## config.mk

```make
export PLATFORM = sky130hd
export DESIGN_NAME = bp_update_sequencer
export DESIGN_NICKNAME = d
export VERILOG_FILES = /design/src/rtl/bp_pkg.sv /design/src/rtl/bp_upd_fifo.sv /design/src/rtl/bp_update_sequencer.sv
export SDC_FILE = /design/constraint.sdc
export NUM_CORES = 1
export LEC_CHECK = 0
export ABC_AREA = 1
export CORE_ASPECT_RATIO = 2
export CORE_MARGIN = 2
export CORE_UTILIZATION = 45
export DETAILED_ROUTE_END_ITERATION = 7
export PLACE_DENSITY_LB_ADDON = 0.15
export REMOVE_ABC_BUFFERS = 1
export SLEW_MARGIN = 40
export SYNTH_ARGS = -nofsm -noshare
export SYNTH_HDL_FRONTEND = slang
export SYNTH_SLANG_ARGS = --single-unit
```

## constraint.sdc

```tcl
create_clock -name clk -period 2.8 [get_ports clk]
set_input_delay 0.42 -clock clk [delete_from_list [all_inputs] [get_ports clk]]
set_output_delay 0.42 -clock clk [all_outputs]
set_load 0.05 [all_outputs]
```

## src/rtl/bp_pkg.sv

```systemverilog
// Shared types and constants for the branch predictor update path.
package bp_pkg;

  localparam int BP_PHT_AW = 7;
  localparam int BP_BHT_AW = 4;

  // 2-bit saturating counter encodings
  localparam logic [1:0] STRONG_T  = 2'b11;
  localparam logic [1:0] WEAK_T    = 2'b10;
  localparam logic [1:0] WEAK_NT   = 2'b01;
  localparam logic [1:0] STRONG_NT = 2'b00;

  // Values the predictor writes when upd_init is set
  localparam logic [1:0]           PHT_INIT = STRONG_T;
  localparam logic [BP_BHT_AW-1:0] BHT_INIT = '0;

  typedef struct packed {
    logic [BP_PHT_AW-1:0] pht_index;
    logic [BP_BHT_AW-1:0] bht_index;
    logic                 taken;
  } bp_upd_t;

  typedef enum logic {
    INIT = 1'b0,
    RUN  = 1'b1
  } bp_state_t;

endpackage

```

## src/rtl/bp_upd_fifo.sv

```systemverilog
// Two-write / one-read synchronous FIFO of predictor updates.
// Slot 0 lands before slot 1; the count is the only full/empty authority.
module bp_upd_fifo
  import bp_pkg::*;
#(
  parameter int DEPTH = 4
) (
  input  logic                     clk,
  input  logic                     reset,
  input  logic                     clear,
  input  logic                     wr0_en,
  input  bp_upd_t                  wr0_data,
  input  logic                     wr1_en,
  input  bp_upd_t                  wr1_data,
  input  logic                     rd_en,
  output bp_upd_t                  rd_data,
  output logic [$clog2(DEPTH):0]   count
);

  localparam int PW = $clog2(DEPTH);
  localparam int CW = PW + 1;

  bp_upd_t        mem [DEPTH];
  logic [PW-1:0]  wr_ptr;
  logic [PW-1:0]  rd_ptr;
  logic [1:0]     n_wr;

  assign n_wr    = {1'b0, wr0_en} + {1'b0, wr1_en};
  assign rd_data = mem[rd_ptr];

  // Storage; a lone slot-1 write takes the slot-0 position
  always_ff @(posedge clk) begin
    if (!clear) begin
      if (wr0_en) mem[wr_ptr] <= wr0_data;
      if (wr1_en) mem[wr0_en ? wr_ptr + PW'(1) : wr_ptr] <= wr1_data;
    end
  end

  // Pointers wrap at DEPTH; count tracks pushes minus pop
  always_ff @(posedge clk or posedge reset) begin
    if (reset) begin
      wr_ptr <= '0;
      rd_ptr <= '0;
      count  <= '0;
    end else if (clear) begin
      wr_ptr <= '0;
      rd_ptr <= '0;
      count  <= '0;
    end else begin
      wr_ptr <= wr_ptr + PW'(n_wr);
      rd_ptr <= rd_ptr + PW'(rd_en);
      count  <= count + CW'(n_wr) - CW'(rd_en);
    end
  end

endmodule

```

## src/rtl/bp_update_sequencer.sv

```systemverilog
// Single write-port sequencer for the BHT/PHT predictor tables.
//
//   state | meaning
//   ------+---------------------------------------------------------
//   INIT  | sweep every PHT entry (and BHT via low bits) to init value
//   RUN   | drain retired-branch updates from the FIFO, one per cycle
module bp_update_sequencer
  import bp_pkg::*;
#(
  parameter int DEPTH  = 4,
  parameter int PHT_AW = BP_PHT_AW,
  parameter int BHT_AW = BP_BHT_AW
) (
  input  logic                     clk,
  input  logic                     reset,
  input  logic                     init_req,
  input  logic                     ret0_valid,
  input  logic [PHT_AW-1:0]        ret0_pht_index,
  input  logic [BHT_AW-1:0]        ret0_bht_index,
  input  logic                     ret0_taken,
  input  logic                     ret1_valid,
  input  logic [PHT_AW-1:0]        ret1_pht_index,
  input  logic [BHT_AW-1:0]        ret1_bht_index,
  input  logic                     ret1_taken,
  output logic                     ret_ready,
  output logic                     upd_en,
  output logic                     upd_init,
  output logic [PHT_AW-1:0]        upd_pht_index,
  output logic [BHT_AW-1:0]        upd_bht_index,
  output logic                     upd_taken,
  output logic                     busy,
  output logic [$clog2(DEPTH):0]   fifo_count
);

  localparam int CW = $clog2(DEPTH) + 1;

  bp_state_t          state_q, state_d;
  logic [PHT_AW-1:0]  cnt_q, cnt_d;
  logic               busy_q;

  logic               upd_en_d, upd_init_d, upd_taken_d;
  logic [PHT_AW-1:0]  upd_pht_d;
  logic [BHT_AW-1:0]  upd_bht_d;

  bp_upd_t            wr0_data, wr1_data, head;
  logic               push0, push1, pop;
  logic [CW-1:0]      free_slots;

  // busy_q stays high through the cycle that shows the last sweep write,
  // so ready only rises once the predictor has seen the whole sweep.
  assign free_slots = CW'(DEPTH) - fifo_count;
  assign ret_ready  = !busy_q && (free_slots >= CW'(2));
  assign busy       = busy_q;

  // A valid slot offered while not ready is dropped (protocol violation)
  assign push0 = ret_ready && ret0_valid;
  assign push1 = ret_ready && ret1_valid;
  assign pop   = (state_q == RUN) && (fifo_count != '0) && !init_req;

  assign wr0_data = '{pht_index: ret0_pht_index, bht_index: ret0_bht_index, taken: ret0_taken};
  assign wr1_data = '{pht_index: ret1_pht_index, bht_index: ret1_bht_index, taken: ret1_taken};

  bp_upd_fifo #(.DEPTH(DEPTH)) u_fifo (
    .clk      (clk),
    .reset    (reset),
    .clear    (init_req),
    .wr0_en   (push0),
    .wr0_data (wr0_data),
    .wr1_en   (push1),
    .wr1_data (wr1_data),
    .rd_en    (pop),
    .rd_data  (head),
    .count    (fifo_count)
  );

  // Next state, sweep counter and next update-port values
  always_comb begin
    state_d     = state_q;
    cnt_d       = cnt_q;
    upd_en_d    = 1'b0;
    upd_init_d  = 1'b0;
    upd_pht_d   = '0;
    upd_bht_d   = '0;
    upd_taken_d = 1'b0;
    if (init_req) begin
      // Restart wins over everything; queued updates are abandoned
      state_d = INIT;
      cnt_d   = '0;
    end else begin
      case (state_q)
        INIT: begin
          upd_en_d   = 1'b1;
          upd_init_d = 1'b1;
          upd_pht_d  = cnt_q;
          upd_bht_d  = cnt_q[BHT_AW-1:0];
          cnt_d      = cnt_q + 1'b1;
          if (cnt_q == '1) state_d = RUN;
        end
        RUN: begin
          if (pop) begin
            upd_en_d    = 1'b1;
            upd_pht_d   = head.pht_index;
            upd_bht_d   = head.bht_index;
            upd_taken_d = head.taken;
          end
        end
        default: state_d = INIT;
      endcase
    end
  end

  // State, counter and registered update-port outputs
  always_ff @(posedge clk or posedge reset) begin
    if (reset) begin
      state_q       <= INIT;
      cnt_q         <= '0;
      busy_q        <= 1'b1;
      upd_en        <= 1'b0;
      upd_init      <= 1'b0;
      upd_pht_index <= '0;
      upd_bht_index <= '0;
      upd_taken     <= 1'b0;
    end else begin
      state_q       <= state_d;
      cnt_q         <= cnt_d;
      busy_q        <= init_req || (state_q == INIT);
      upd_en        <= upd_en_d;
      upd_init      <= upd_init_d;
      upd_pht_index <= upd_pht_d;
      upd_bht_index <= upd_bht_d;
      upd_taken     <= upd_taken_d;
    end
  end

  // The retire stage must never present a branch while ready is low
  a_no_drop: assert property (@(posedge clk) disable iff (reset)
    (ret0_valid || ret1_valid) |-> ret_ready);

endmodule

```

---- Word level (Yosys, flattened, before mapping) ----
Memory sizes are Yosys's and may differ from the RTL's.
Cells that the tools add are included.
word-level totals
  register bits ........................... 30
  bits in latches ......................... 0
  RAM bits ................................ 48
  bits in read-only memories .............. 0
  input bits .............................. 29
  output and inout port bits .............. 19
  logic and storage cells ................. 62
  memories kept ........................... 1
cells by class
  add/sub/neg operators ................... 8
  $mul .................................... 0
  div/mod/pow operators ................... 0
  $lt $le $gt $ge ......................... 1
  eq/ne operators ......................... 2
  shifts and indexed selects .............. 0
  mux-type cells .......................... 29
  bitwise operators ....................... 1
  reductions and logical operators ........ 9
memory list
  name        depth  bits a word  rd ports  clocked after memory_dff  wr ports  line               source
  u_fifo.mem  4      12           1         0                         2         bp_upd_fifo.sv:23  bp_upd_t mem [DEPTH];
operator list
  cell                                                 count
  two-way mux 7 bit                                    4
  two-way mux 1 bit                                    16
  case mux 7 bit (2 select lines)                      1
  two-way mux 4 bit                                    2
  case mux 4 bit (2 select lines)                      1
  adder 7 x 1 -> 7 bit, second input constant          1
  equality test 7 bit, second input constant           1
  two-way mux 2 bit                                    3
  logical AND 1 bit                                    5
  adder 3 x 2 -> 3 bit                                 1
  >= comparator 3 x 2 -> 1 bit, second input constant  1
  two-way mux 3 bit                                    1
  nonzero test 3 bit                                   1
  subtractor 3 x 1 -> 3 bit                            1
  subtractor 3 bit, first input constant               1
  adder 1 x 1 -> 2 bit                                 1
  adder 2 x 1 -> 2 bit                                 1
  adder 2 x 1 -> 2 bit, second input constant          1
  adder 2 bit                                          1
  zero test 1 bit                                      2
  != test 2 bit, second input constant                 1
  case mux 1 bit (2 select lines)                      1
  logical OR 1 bit                                     1
  inverter 1 bit                                       1

---- Longest topological paths before layout ----
  word-level depth ........................ 8
  mapped depth ............................ 13
  gate-level depth less buffers ........... 13

---- Modules after synthesis ----
Synthesis repeated with hierarchy kept, for this count alone.
unflattened totals
  cells, all modules ...................... 474
  area, all modules ....................... 4189.0 um2
modules (own cells, without submodules)
  module               instances  cells each  area an instance (um2)  sequential area each (um2)
  bp_upd_fifo          1          353         3126.7                  1616.6
  bp_update_sequencer  1          121         1062.3                  576.8

---- Worst setup path after synthesis ----
Ideal clock, no wire load.
  kind .................................... reg2reg
  start ................................... register u_fifo.count[0]
  end ..................................... register u_fifo.count[2]
  setup time .............................. 0.121 ns
  arrival time ............................ 2.778 ns
  data required time ...................... 2.679 ns
  setup slack ............................. -0.099 ns
  stages on the path, launching flop included .. 13
  buffers on the path ..................... 0
  period minus slack after synthesis ...... 2.899 ns
  path through ............................ dfrtp_1 > inv_1 > ha_1 > ha_1 > nand3_2 > nand3_1 > inv_1 > ha_1 > inv_1 > ha_1 > fa_1 > xor2_1 > nor2_1
between the ends
  longest elaborated chain between the ends .. 8
  elaborated cells between the ends (all ways) .. 12
  those cells by class .................... 4 x add/sub; 1 x order compare; 1 x mux; 6 x reduce/logical
ends and longest elaborated chain
  what                                         line                                                  source
  start: declaration                           bp_upd_fifo.sv:17                                     output logic [$clog2(DEPTH):0] count
  start signal: assignment                     bp_upd_fifo.sv:52                                     count <= count + CW'(n_wr) - CW'(rd_en);
  subtractor 3 bit                             bp_update_sequencer.sv:51                             assign free_slots = CW'(DEPTH) - fifo_count;
  >= comparator 3 x 2 -> 1 bit                 bp_update_sequencer.sv:52                             assign ret_ready = !busy_q && (free_slots >= CW'(2));
  logical AND 1 bit                            bp_update_sequencer.sv:52
  logical AND 1 bit, on equally long branches  bp_update_sequencer.sv:56, bp_update_sequencer.sv:57
  adder 1 x 1 -> 2 bit                         bp_upd_fifo.sv:28                                     assign n_wr = {1'b0, wr0_en} + {1'b0, wr1_en};
  adder 3 x 2 -> 3 bit                         bp_upd_fifo.sv:52
  subtractor 3 x 1 -> 3 bit (*)                bp_upd_fifo.sv:52
  two-way mux 3 bit (*)                        bp_upd_fifo.sv:45                                     end else if (clear) begin
Mark *: on every way between the ends. The rest lies on a longest branch, timed or not.
A chain may end at the register's enable or synchronous reset.

---- Final worst setup path ----
  start ................................... register u_fifo.count[1]
  end ..................................... register u_fifo.count[2]
The elaborated chain is that of the path after synthesis.

==> impl_metrics.yaml <==
worst_hold_path:
  hold_class: "in2async"
die:
  die_x_um: 71.46
  rows: 49
  die_area_mm2: 0.009926
  die_y_um: 138.9
  core_mm2: 0.008890
  pin_count: 48
  start_util_pct: 46.07
cells_and_area:
  syn_to_final_growth_pct: 22.46
  n_antenna_cell: 0
  fin_area_mm2: 0.005015
  drive_gt1_share_pct: 9.091
  ff_latch_area_mm2: 0.002193
  nets: 556
  post-route-util_pct: 56.41
  multiInputGateArea_mm2: 0.001615
  fillers: 806
synthesis:
  ys_types: 27
  syn_inst: 459
  synth.top_cell.area_share_pct: 35.20
  synth_top_area_cell: "edfxtp_1"
  async_flop_share_pct: 38.46
  mappedNetlistArea_mm2: 0.004095
  ys.flop_type: "edfxtp_1"
  yosys_warnings: 0
  ys_ff_latch: 78
  synth.avg_cell_area_um2: 8.922
  ys_top_cells_by_area: "edfxtp_1 (35%), dfrtp_1 (18%), nand2_1 (12%), nand4_1 (7.9%), o21ai_0 (4.4%)"
  ys_seq_area_share_pct: 53.56
  synth_edf_count: 48
timing:
  setup_tns_ps: 0
  setup_violations: 0
  clock.fmax_mhz: 385.7
  tightest_slew_ps: 637.6
  slew_headroom_pct: 57.04
  period_minus_slack_ps: 2593
  rsz0062_at_grt: "false"
  slew_violations: 0
  holdWs_ps: 463.4
  skew_ps: 4.957
  finalHoldViolations: 0
  post-route-period-util_pct: 92.60
routing:
  routed_via_density: 5.627
  avgRoutedWirePerCell_um: 16.86
  vias: 3483
  ant_nets: 0
  drt_iter0_drc: 178
  met2WireLength_mm: 5.806
  met1Wirelength_mm: 3.846
  firstDrtPassIters: 5
  wl_mm: 10.44
  drcViolationCount: 0
  highest_layer: "met4"
  wl_met3_um: 390
global_routing:
  antenna_found_initial: 0
  grt_pass1_wl_mm: 16.92
  grt.overflow.total: 0
  grt_pass1_vias: 3467
  grtUsageTotal_pct: 22.34
  grt_max_degree: 49
clock_network:
  clockBufferDepth: 2
  clkTransAtPathRegs_ps: 60
  htree_levels: 3
  clk_latency_ps: 340
  cts_root_buf: "clkbuf_16"
  clkSinkCount: 78
  cts_tree: "built"
  cts_buffers: 9
  cts_hold_buf: 0
setup_path:
  crit_path_end_kind: "flop"
  crit_fanout: 6
  path_class: "reg2reg"
  worstReg2RegEnd: "u_fifo.count[2]"
  rr_worst_depth: 12
  cp-start-kind: "flop"
  worstReg2RegStart: "u_fifo.count[1]"
  required_ps: 3070
  r2r_slack_ps: 210
  critPathArrivalTime_ps: 2860
run:
  maxCapViolations: 0
status:
  status: "completed"
place:
  gp_congestion: 0.8359
  dpl_cell_area_mm2: 0.004713
  io_buffers: 47
  hpwl_mm: 7.291
pwr:
  power_density_mw_per_mm2: 503.1
  finalPower_mw: 2.523
  p_leak_nw: 2.260
  ir_drop_uv: 326.8
## cells in the mapped netlist, types with 3 or more instances
cell type	count
dfrtp_1	29
o21ai_0	36
buf_4	3
nor3_1	3
ha_1	14
buf_2	14
inv_1	42
o22ai_1	9
a21oi_1	8
nand3_1	17
xor2_1	3
nand2_1	126
nand4_1	52
nor2_1	32
clkbuf_1	7
edfxtp_1	48
nand2_2	5
## worst max path at each step
stage / endpoint / startpoint
4_1_cts: ret_ready / u_fifo.count[1]
6_report: u_fifo.count[2] / u_fifo.count[1]
3_5_place_dp: u_fifo.count[2] / u_fifo.count[1]
3_3_place_gp: u_fifo.count[2] / u_fifo.count[0]
5_1_grt: u_fifo.count[2] / u_fifo.count[0]
2_1_floorplan: u_fifo.mem[0][0] / u_fifo.count[0]
## repair_timing
item,4_1_cts,5_1_grt
resized for setup,0,3
setup endpoints to repair,0,2
setup buffers,0,0
## placed cells by master (no fill, tap or decap)
cell type and count:
nand3_1 16, a22o_1 1, nor2_1 32, nor3_1 3
nor3_4 1, buf_4 20, fa_1 1, clkdlybuf4s50_1 46
clkbuf_16 10, nand4_1 52, dlymetal6s2s_1 1, clkbuf_8 1
edfxtp_1 48, o21ai_0 36, inv_1 41, ha_1 14
clkinv_2 3, a21oi_1 8, xnor2_1 1, nand2_2 5
clkinv_4 1, inv_2 2, dfstp_2 1, dfrtp_1 29
xor2_1 3, a31oi_1 2, nand2_1 126, o22ai_1 9
nand3_2 2, nor4_1 1, inv_4 1
## report_power, final
part	total (mW)	internal, mW	switching [mW]
logic	0.157	0.0666	0.0900
clock network	1.13	0.675	0.454
registers	1.24	1.23	0.00388
## per-layer routing
metal | vias to the layer above | global-route usage [%]
li1 | 1681 | -
met1 | 1675 | 22.81
met2 | 97 | 41.37
met3 | 30 | 3.561
met4 | 0 | 12.41
met5 | - | 0
## cell type report
cell class | instances | share of cell area (%)
inverters | 43 | 3.219
repair buffers | 67 | 12.43
multi-input cells | 313 | 32.21
clock inverters | 5 | 0.5988
flip-flops and latches | 78 | 43.74
clock buffers | 11 | 5.264
well taps | 102 | 2.545
## sequential cells by signal, indices dropped and copies added, names as in the netlist, 2 cells and up
register / count
u_fifo.wr_ptr: 2
upd_pht_index: 7
cnt_q: 7
u_fifo.mem: 48
u_fifo.rd_ptr: 2
u_fifo.count: 3
upd_bht_index: 4
## cell families after synthesis
logic type | count (synthesis) | synth area share (%)
xor+xnor | 4 | 0.8556
fa+ha+maj | 15 | 4.766
flops | 78 | 53.56
simple gates | 238 | 26.43
compound gates | 56 | 7.271
buf+inv | 68 | 7.119
## critical path: stages, from the launching register on
cell and delay, ps:
dfrtp_1 370, inv_1 70, ha_1 180, ha_1 280, nand3_2 140, nand3_2 130
inv_2 120, ha_1 190, inv_1 50, ha_1 290, fa_1 430, xor2_1 170
nor2_1 100
## stage by stage
step / setup WS [ps] / cells
finish: 207.2 / 619
detailed placement: 98.11 / 603
global route: 26.43 / 619
global placement: 210.7 / 603
floorplan: -848.3 / 434
CTS: 35.54 / 619
Power figures use the tool's default switching activity.
